**config.mk**
```make
export PLATFORM = sky130hd
export DESIGN_NAME = phy_reg_free_list
export DESIGN_NICKNAME = d
export VERILOG_FILES = /design/src/rtl/phy_reg_free_list.sv
export SDC_FILE = /design/constraint.sdc
export NUM_CORES = 1
export LEC_CHECK = 0
export ABC_CLOCK_PERIOD_IN_PS = 18900
export CORE_ASPECT_RATIO = 1.2
export CORE_MARGIN = 2
export CORE_UTILIZATION = 30
export CTS_BUF_LIST = sky130_fd_sc_hd__clkbuf_4 sky130_fd_sc_hd__clkbuf_8
export DETAILED_ROUTE_END_ITERATION = 10
export SLEW_MARGIN = 30
export SYNTH_ARGS = -nofsm -noshare
export SYNTH_HDL_FRONTEND = slang
export SYNTH_SLANG_ARGS = --single-unit
```
**constraint.sdc**
```tcl
create_clock -name clk -period 18.9 [get_ports clk]
set_input_delay 2.835 -clock clk [delete_from_list [all_inputs] [get_ports clk]]
set_output_delay 2.835 -clock clk [all_outputs]
set_load 0.1 [all_outputs]
```
**src/rtl/phy_reg_free_list.sv**
```systemverilog
// phy_reg_free_list: circular free list of physical registers, self-filling after reset; PHY_REG_FREE_LIST_DUP_CHECK_EN adds a sticky double-free / stale-pop detector
module phy_reg_free_list #(
  parameter int PHY_REG_NUM     = 64,
  parameter int LOGICAL_REG_NUM = 32,
  parameter int PUSH_WIDTH      = 2,
  parameter int POP_WIDTH       = 2,
  localparam int PW        = $clog2(PHY_REG_NUM),
  localparam int ENTRY_NUM = PHY_REG_NUM - LOGICAL_REG_NUM,
  localparam int PTRW      = $clog2(ENTRY_NUM),
  localparam int CW        = $clog2(ENTRY_NUM + 1),
  localparam int NW        = $clog2(POP_WIDTH + 1)
) (
  input  logic                       clk,
  input  logic                       rst,
  input  logic [PUSH_WIDTH-1:0]      releaseReg,
  input  logic [PUSH_WIDTH*PW-1:0]   phyReleasedReg,
  input  logic [NW-1:0]              popNum,
  output logic                       allocReady,
  output logic [POP_WIDTH*PW-1:0]    allocReg,
  output logic [CW-1:0]              freeCount,
  output logic                       initDone,
  output logic                       dupError
);
  typedef enum logic {INIT, ACTIVE} state_t;
  state_t r_state, w_state_nxt;
  logic [PW-1:0] r_mem [ENTRY_NUM];
  logic [PTRW-1:0] r_head, r_tail, w_head_nxt, w_tail_nxt;
  logic [CW-1:0] r_count, w_count_nxt;
  logic [PUSH_WIDTH-1:0] w_we;
  logic [PTRW-1:0] w_waddr [PUSH_WIDTH];
  logic [PW-1:0] w_wdata [PUSH_WIDTH];
  logic [PW-1:0] w_rd [POP_WIDTH];
  logic [NW-1:0] w_pop;
  logic w_ready;

  function automatic logic [PTRW-1:0] wrap(input int s);
    return PTRW'(s >= ENTRY_NUM ? s - ENTRY_NUM : s);
  endfunction

  assign w_ready = r_state == ACTIVE && int'(r_count) >= POP_WIDTH;
  // An illegal pop request is dropped entirely rather than partially honoured
  assign w_pop = (r_state == ACTIVE && int'(popNum) <= int'(r_count) && int'(popNum) <= POP_WIDTH) ? popNum : '0;
  assign allocReady = w_ready;
  assign freeCount = r_count;
  assign initDone = r_state == ACTIVE;

  for (genvar i = 0; i < POP_WIDTH; i++) begin : g_rd
    assign w_rd[i] = r_mem[wrap(int'(r_head) + i)];
    assign allocReg[i*PW +: PW] = w_ready ? w_rd[i] : '0;
  end

  always_comb begin
    int n;
    n = 0;
    w_state_nxt = r_state;
    w_head_nxt = r_head;
    w_tail_nxt = r_tail;
    w_count_nxt = r_count;
    w_we = '0;
    for (int i = 0; i < PUSH_WIDTH; i++) begin
      w_waddr[i] = '0;
      w_wdata[i] = '0;
    end
    if (r_state == INIT) begin
      for (int i = 0; i < PUSH_WIDTH; i++) begin
        w_we[i] = int'(r_tail) + i < ENTRY_NUM;
        w_waddr[i] = PTRW'(int'(r_tail) + i);
        w_wdata[i] = PW'(LOGICAL_REG_NUM + int'(r_tail) + i);
      end
      w_state_nxt = int'(r_tail) + PUSH_WIDTH >= ENTRY_NUM ? ACTIVE : INIT;
      w_tail_nxt = int'(r_tail) + PUSH_WIDTH >= ENTRY_NUM ? '0 : PTRW'(int'(r_tail) + PUSH_WIDTH);
      w_count_nxt = int'(r_tail) + PUSH_WIDTH >= ENTRY_NUM ? CW'(ENTRY_NUM) : CW'(int'(r_count) + PUSH_WIDTH);
    end else begin
      for (int i = 0; i < PUSH_WIDTH; i++)
        if (releaseReg[i] && int'(r_count) - int'(w_pop) + n < ENTRY_NUM) begin
          w_we[i] = 1'b1;
          w_waddr[i] = wrap(int'(r_tail) + n);
          w_wdata[i] = phyReleasedReg[i*PW +: PW];
          n++;
        end
      w_head_nxt = wrap(int'(r_head) + int'(w_pop));
      w_tail_nxt = wrap(int'(r_tail) + n);
      w_count_nxt = CW'(int'(r_count) + n - int'(w_pop));
    end
  end

  always_ff @(posedge clk or posedge rst)
    if (rst) begin
      r_state <= INIT;
      r_head <= '0;
      r_tail <= '0;
      r_count <= '0;
    end else begin
      r_state <= w_state_nxt;
      r_head <= w_head_nxt;
      r_tail <= w_tail_nxt;
      r_count <= w_count_nxt;
    end

  always_ff @(posedge clk)
    for (int i = 0; i < PUSH_WIDTH; i++)
      if (w_we[i]) r_mem[w_waddr[i]] <= w_wdata[i];

`ifdef PHY_REG_FREE_LIST_DUP_CHECK_EN
  logic [PHY_REG_NUM-1:0] r_free_vec, w_free_vec_nxt;
  logic r_dup, w_dup_nxt;
  // Pops clear first so a register recycled within one cycle is not a false duplicate
  always_comb begin
    w_free_vec_nxt = r_free_vec;
    w_dup_nxt = r_dup;
    for (int i = 0; i < POP_WIDTH; i++)
      if (i < int'(w_pop)) begin
        w_dup_nxt = w_dup_nxt | !w_free_vec_nxt[w_rd[i]];
        w_free_vec_nxt[w_rd[i]] = 1'b0;
      end
    for (int i = 0; i < PUSH_WIDTH; i++)
      if (w_we[i]) begin
        w_dup_nxt = w_dup_nxt | (r_state == ACTIVE && w_free_vec_nxt[w_wdata[i]]);
        w_free_vec_nxt[w_wdata[i]] = 1'b1;
      end
  end
  always_ff @(posedge clk or posedge rst)
    if (rst) begin
      r_free_vec <= '0;
      r_dup <= 1'b0;
    end else begin
      r_free_vec <= w_free_vec_nxt;
      r_dup <= w_dup_nxt;
    end
  assign dupError = r_dup;
`else
  assign dupError = 1'b0;
`endif

  a_init_idle: assert property (@(posedge clk) disable iff (rst)
    r_state == INIT |-> releaseReg == '0 && popNum == '0);
  a_pop_legal: assert property (@(posedge clk) disable iff (rst)
    r_state == ACTIVE |-> int'(popNum) <= int'(r_count) && int'(popNum) <= POP_WIDTH);
  a_no_overflow: assert property (@(posedge clk) disable iff (rst)
    r_state == ACTIVE |-> int'(r_count) + $countones(releaseReg) - int'(popNum) <= ENTRY_NUM);
endmodule

```
==> impl_metrics.json, run 1 <==
{
  "gr-total-overflow": 0,
  "cts_buffer_depth": 3,
  "maxCapViolations": 0,
  "vias": 9008,
  "core_area_um2": 45840,
  "synth_edf_count": 192,
  "cp.depth": 31,
  "required_ns": 19.37,
  "drive_gt1_frac": 0.2395,
  "rr_endpoint": "freeCount[5]",
  "clk_pin_slew_ns": 0.06,
  "synth_flop_cell": "edfxtp_1",
  "ant_nets": 0,
  "grt_pass1_vias": 9342,
  "avgSynthCellArea_um2": 13.93,
  "die-area_um2": 47980,
  "path_delay_family": "adder cells",
  "finalCriticalPeriod_ns": 9.280,
  "nets": 1060,
  "postCtsResizedCells": 0,
  "cts-root-buf": "clkbuf_8",
  "timing.rr.start": "freeCount[1]",
  "num_rows": 86,
  "cp-endpoint": "freeCount[5]",
  "routedWlPerCell_um": 25.23,
  "clock.fmax_mhz": 107.8,
  "synth_area_leaders": "edfxtp_1 42%, mux4_2 19%, mux2i_1 15%",
  "crit_type": "input port to flip-flop",
  "final_hold_viol_count": 0,
  "cp-start-kind": "input port",
  "holdBufCountCts": 0,
  "synthToLayoutAreaGrowth_pct": 12.57,
  "yosysWarnings": 0,
  "cts_buffers": 35,
  "crit_slowest_cell": "fa_1",
  "finalCritPeriodShare": 0.4910,
  "rsz0062_at_grt": "no",
  "cts_tree": "done",
  "slew_headroom": 0.3300,
  "routed_via_density": 5.493,
  "syn-num-nets": 1056,
  "worst_pin_slew_ns": 1.005,
  "initial_utilization": 0.3026,
  "crit_start": "popNum[0]",
  "initialDrtViolationCount": 717,
  "critPathArrivalTime_ns": 9.75,
  "cts_setup_buffers": 0,
  "critical_path.max_stage_delay_ns": 0.54,
  "synth_top_area_frac": 0.4156,
  "insertion_delay_ns": 0.56,
  "synth_area_um2": 13870,
  "hp-class": "flip-flop to flip-flop",
  "fin_tns_setup_ns": 0,
  "slew_violations": 0,
  "fp.dieW_um": 200.3,
  "status": "completed",
  "grt_max_degree": 47,
  "chipHeight_um": 239.6,
  "dr.pass1.iters": 5,
  "gp_congestion": 0.8379,
  "grt_usage": 0.1725,
  "dp_hpwl_um": 28310,
  "clock-sinks": 209,
  "synth_commonest_cells": "205 x mux2i_1, 192 x edfxtp_1, 120 x mux4_2",
  "setup_viol": 0,
  "synth-async-reset-ratio": 0.08134,
  "port_buffers": 37,
  "grt_pass1_wl_um": 61470,
  "pin_count": 39,
  "yosysMostFrequentCell": "mux2i_1",
  "path_max_fanout": 8,
  "synth.largest_area_cell": "edfxtp_1",
  "synth-seq-cells": 209,
  "n_fill_cell": 4523,
  "ff2ff_path_depth": 30,
  "crit_buf_inv": 5,
  "clock_skew_ns": 0.01725,
  "ff2ff_setup_slack_ns": 11.70,
  "antenna_found_initial": 1,
  "drc": 0,
  "drt_wl_total_um": 41380,
  "seq_area_frac_synth": 0.4463,
  "worstSetupEndpointType": "flip-flop",
  "ys_types": 66,
  "synthCells": 996,
  "htreeDepth": 2
}
==> logic make-up (layout without fill, tap and decap cells) <==
group,count (synthesis),after routing,share of synthesized area
adder cells (fa/ha/maj),42,42,0.04059
other,1,2,0.0002703
flip-flops,209,209,0.4463
multiplexers,326,326,0.3436
AO/OA/AOI/OAI,108,108,0.05259
XOR/XNOR,21,21,0.01326
AND/OR/NAND/NOR,168,168,0.06729
buffers and inverters,121,148,0.03617
==> stage by stage <==
| step | hold WS [ns] | setup WS, ns | util | instances | area (µm²) |
|---|---|---|---|---|---|
| floorplan | 0.5786 | 10.36 | - | 996 | 13870 |
| global placement | 0.4915 | 9.286 | 0.3242 | 1576 | 14860 |
| detailed placement | 0.5092 | 9.078 | 0.3254 | 1578 | 14920 |
| CTS | 0.5172 | 9.654 | 0.3400 | 1638 | 15590 |
| global route | 0.5291 | 9.065 | 0.3407 | 1640 | 15620 |
| finish | 0.5102 | 9.620 | 0.3407 | 1640 | 15620 |
==> layer usage <==
layer | wire [µm] | vias to the layer above | part of all wire | track usage
met5 | 0 | - | 0 | 0
met4 | 1426 | 0 | 0.034 | 0.06712
met3 | 2011 | 81 | 0.049 | 0.02204
met2 | 22320 | 288 | 0.54 | 0.3253
met1 | 15630 | 4698 | 0.38 | 0.1982
li1 | - | 3941 | - | -
==> placed cells by master (no fill, tap or decap), drive strengths merged, types with 14 or more instances in the layout <==
master,count
mux2i,205
edfxtp,192
mux4,120
clkbuf,49
nor2,43
clkdlybuf4s50,37
ha,37
nand2,36
inv,27
a21oi,27
buf,25
o21ai,22
dfrtp,17
and2,16
o21bai,14
==> worst min-delay path by stage <==
stage                   start        end  cells after the start
global route        r_head[3]  r_head[3]                      1
finish              r_head[3]  r_head[3]                      1
detailed placement  r_head[3]  r_head[3]                      1
floorplan           r_tail[2]  r_tail[2]                      3
CTS                 r_head[3]  r_head[3]                      1
global placement    r_head[3]  r_head[3]                      1
==> layout make-up <==
type,count,area (µm²),area share
clock inverters,11,77.57,0.004968
multi-input cells,666,7271,0.4656
diodes,1,2.502,0.0001602
repair buffers,62,605.6,0.03878
flip-flops and latches,209,6198,0.3969
well taps,616,770.7,0.04936
clock buffers,49,593.1,0.03798
inverters,26,97.59,0.006250
==> flip-flops by register name, summed over array words and instances, names as in the netlist <==
name       flops
freeCount      6
initDone       1
r_head         5
r_mem        192
r_tail         5
==> worst reg2reg max path: cells and delay by family, from the launching register on <==
family / cells / cell delay (ns)
fa+ha+maj: 7 / 2.42
simple gates: 13 / 2.37
compound gates: 7 / 1.52
flops: 1 / 0.49
buf+inv: 3 / 0.32
Power of run 1 is left out: the tool's default activity adds up to more than one toggle a clock period on the data nets, which glitch-free logic cannot reach.
==> inputs of run 2 (changes only) <==
- ABC_CLOCK_PERIOD_IN_PS: 18900 -> 8200
- clock period: 18.9 -> 8.2 ns (I/O delays scaled with it)
==> impl_metrics.json, run 2 (same netlist as run 1, synthesis figures left out) <==
{
  "port_buffers": 37,
  "ff2ff_setup_slack_ns": 1.22,
  "met3_usage": 0.01905,
  "antenna_found_initial": 2,
  "path_delay_family": "simple AND/OR/NAND/NOR gates",
  "core_area_um2": 45840,
  "dp_hpwl_um": 27950,
  "timing.rr.start": "freeCount[1]",
  "drc": 0,
  "pre_cts_ws_ns": 0.1570,
  "crit_slowest_cell": "fa_1",
  "drive_gt1_frac": 0.2488,
  "clk_pin_slew_ns": 0.07,
  "chipHeight_um": 239.6,
  "drt_wl_total_um": 40820,
  "initialDrtViolationCount": 675,
  "grtUsageMet2": 0.3148,
  "worst_pin_slew_ns": 1.013,
  "fin_tns_setup_ns": 0,
  "slew_violations": 0,
  "layout_common_cells": "205 x mux2i_1, 192 x edfxtp_1, 120 x mux4_2",
  "vias": 9088,
  "fp.dieW_um": 200.3,
  "cp-endpoint": "freeCount[5]",
  "worstHoldStart": "r_head[3]",
  "grt_max_degree": 64,
  "htreeDepth": 2,
  "ff2ff_path_depth": 31,
  "setup_viol": 0,
  "cts_buffer_depth": 3,
  "path_max_fanout": 7,
  "finish.utilization": 0.3423,
  "clock-sinks": 209,
  "cp-start-kind": "input port",
  "holdBufCountCts": 0,
  "final_area_um2": 15690,
  "rsz0062_at_grt": "no",
  "gp_congestion": 0.8557,
  "die-area_um2": 47980,
  "finalCritPeriodShare": 0.9137,
  "cts_tree": "done",
  "initial_utilization": 0.3026,
  "pin_count": 39,
  "final_hold_viol_count": 0,
  "cts-root-buf": "clkbuf_8",
  "busiest_layer": "met2",
  "finalCriticalPeriod_ns": 7.492,
  "routed_via_density": 5.491,
  "clock.fmax_mhz": 133.5,
  "cts_setup_buffers": 0,
  "num_rows": 86,
  "cts_buffers": 35,
  "largest_register_ffs": 192,
  "grt_pass1_wl_um": 61010,
  "rr_endpoint": "freeCount[5]",
  "synthToLayoutAreaGrowth_pct": 13.10,
  "crit_type": "input port to flip-flop",
  "crit_buf_inv": 5,
  "worstSetupEndpointType": "flip-flop",
  "grt_usage": 0.1701,
  "postCtsResizedCells": 0,
  "ant_nets": 0,
  "hp-class": "flip-flop to flip-flop",
  "final_common_cell": "mux2i_1",
  "dr.pass1.iters": 4,
  "maxCapViolations": 0,
  "critPathArrivalTime_ns": 7.97,
  "nets": 1071,
  "slew_headroom": 0.3243,
  "gr-total-overflow": 0,
  "grt_pass1_vias": 9517,
  "cp.depth": 32,
  "crit_start": "popNum[0]",
  "critical_path.max_stage_delay_ns": 0.54,
  "status": "completed",
  "place_area_um2": 15010,
  "required_ns": 8.68,
  "fin_ws_ns": 0.7078,
  "clock_skew_ns": 0.03651,
  "grt_use_met1": 0.1970,
  "insertion_delay_ns": 0.59,
  "routedWlPerCell_um": 24.67
}
run 2: how the worst min path moves through the flow:
stage	to	slack (ns)	depth (start not counted)
2_1_floorplan	r_tail[2]	0.58	3
3_3_place_gp	r_head[3]	0.50	1
3_5_place_dp	r_head[3]	0.50	1
4_1_cts	r_head[3]	0.50	1
5_1_grt	r_head[3]	0.53	1
6_report	r_head[3]	0.50	1
run 2: metrics by stage:
step / hold slack, ns / instances
final: 0.5001 / 1655
after global routing: 0.5276 / 1655
after CTS: 0.5024 / 1653
after detailed placement: 0.4972 / 1590
after global placement: 0.4953 / 1588
after floorplan: 0.5786 / 996
run 2: routing by layer:
layer,vias up,wire (µm)
met3,80,1687
met5,-,0
met4,0,1775
li1,3969,-
met2,278,21640
met1,4761,15720
run 2: worst reg2reg max path, delay by kind of cell, from the launching register on:
kind / cells / cell delay [ns]
fa+ha+maj: 6 / 2.13
xor+xnor: 1 / 0.14
buf+inv: 4 / 0.44
compound gates: 7 / 1.53
flops: 1 / 0.48
simple gates: 13 / 2.21
run 2: area by class of cell:
cell class	count	area, µm²
fill	4504	30150
multi-input combinational	666	7271
sequential	209	6198
tap	616	770.7
timing repair buffer	73	671.9
clock buffer	42	534.3
clock inverter	21	140.1
inverter	26	97.59
antenna	2	5.005
Power of run 2 is left out for the same reason.
==> inputs of run 3 (changes only) <==
- CTS_CLUSTER_DIAMETER: not set -> 50
==> results of run 3 <==
Same layout as run 2: the final DEF is identical, and so are final timing and power.
Power of run 3 is left out for the same reason.
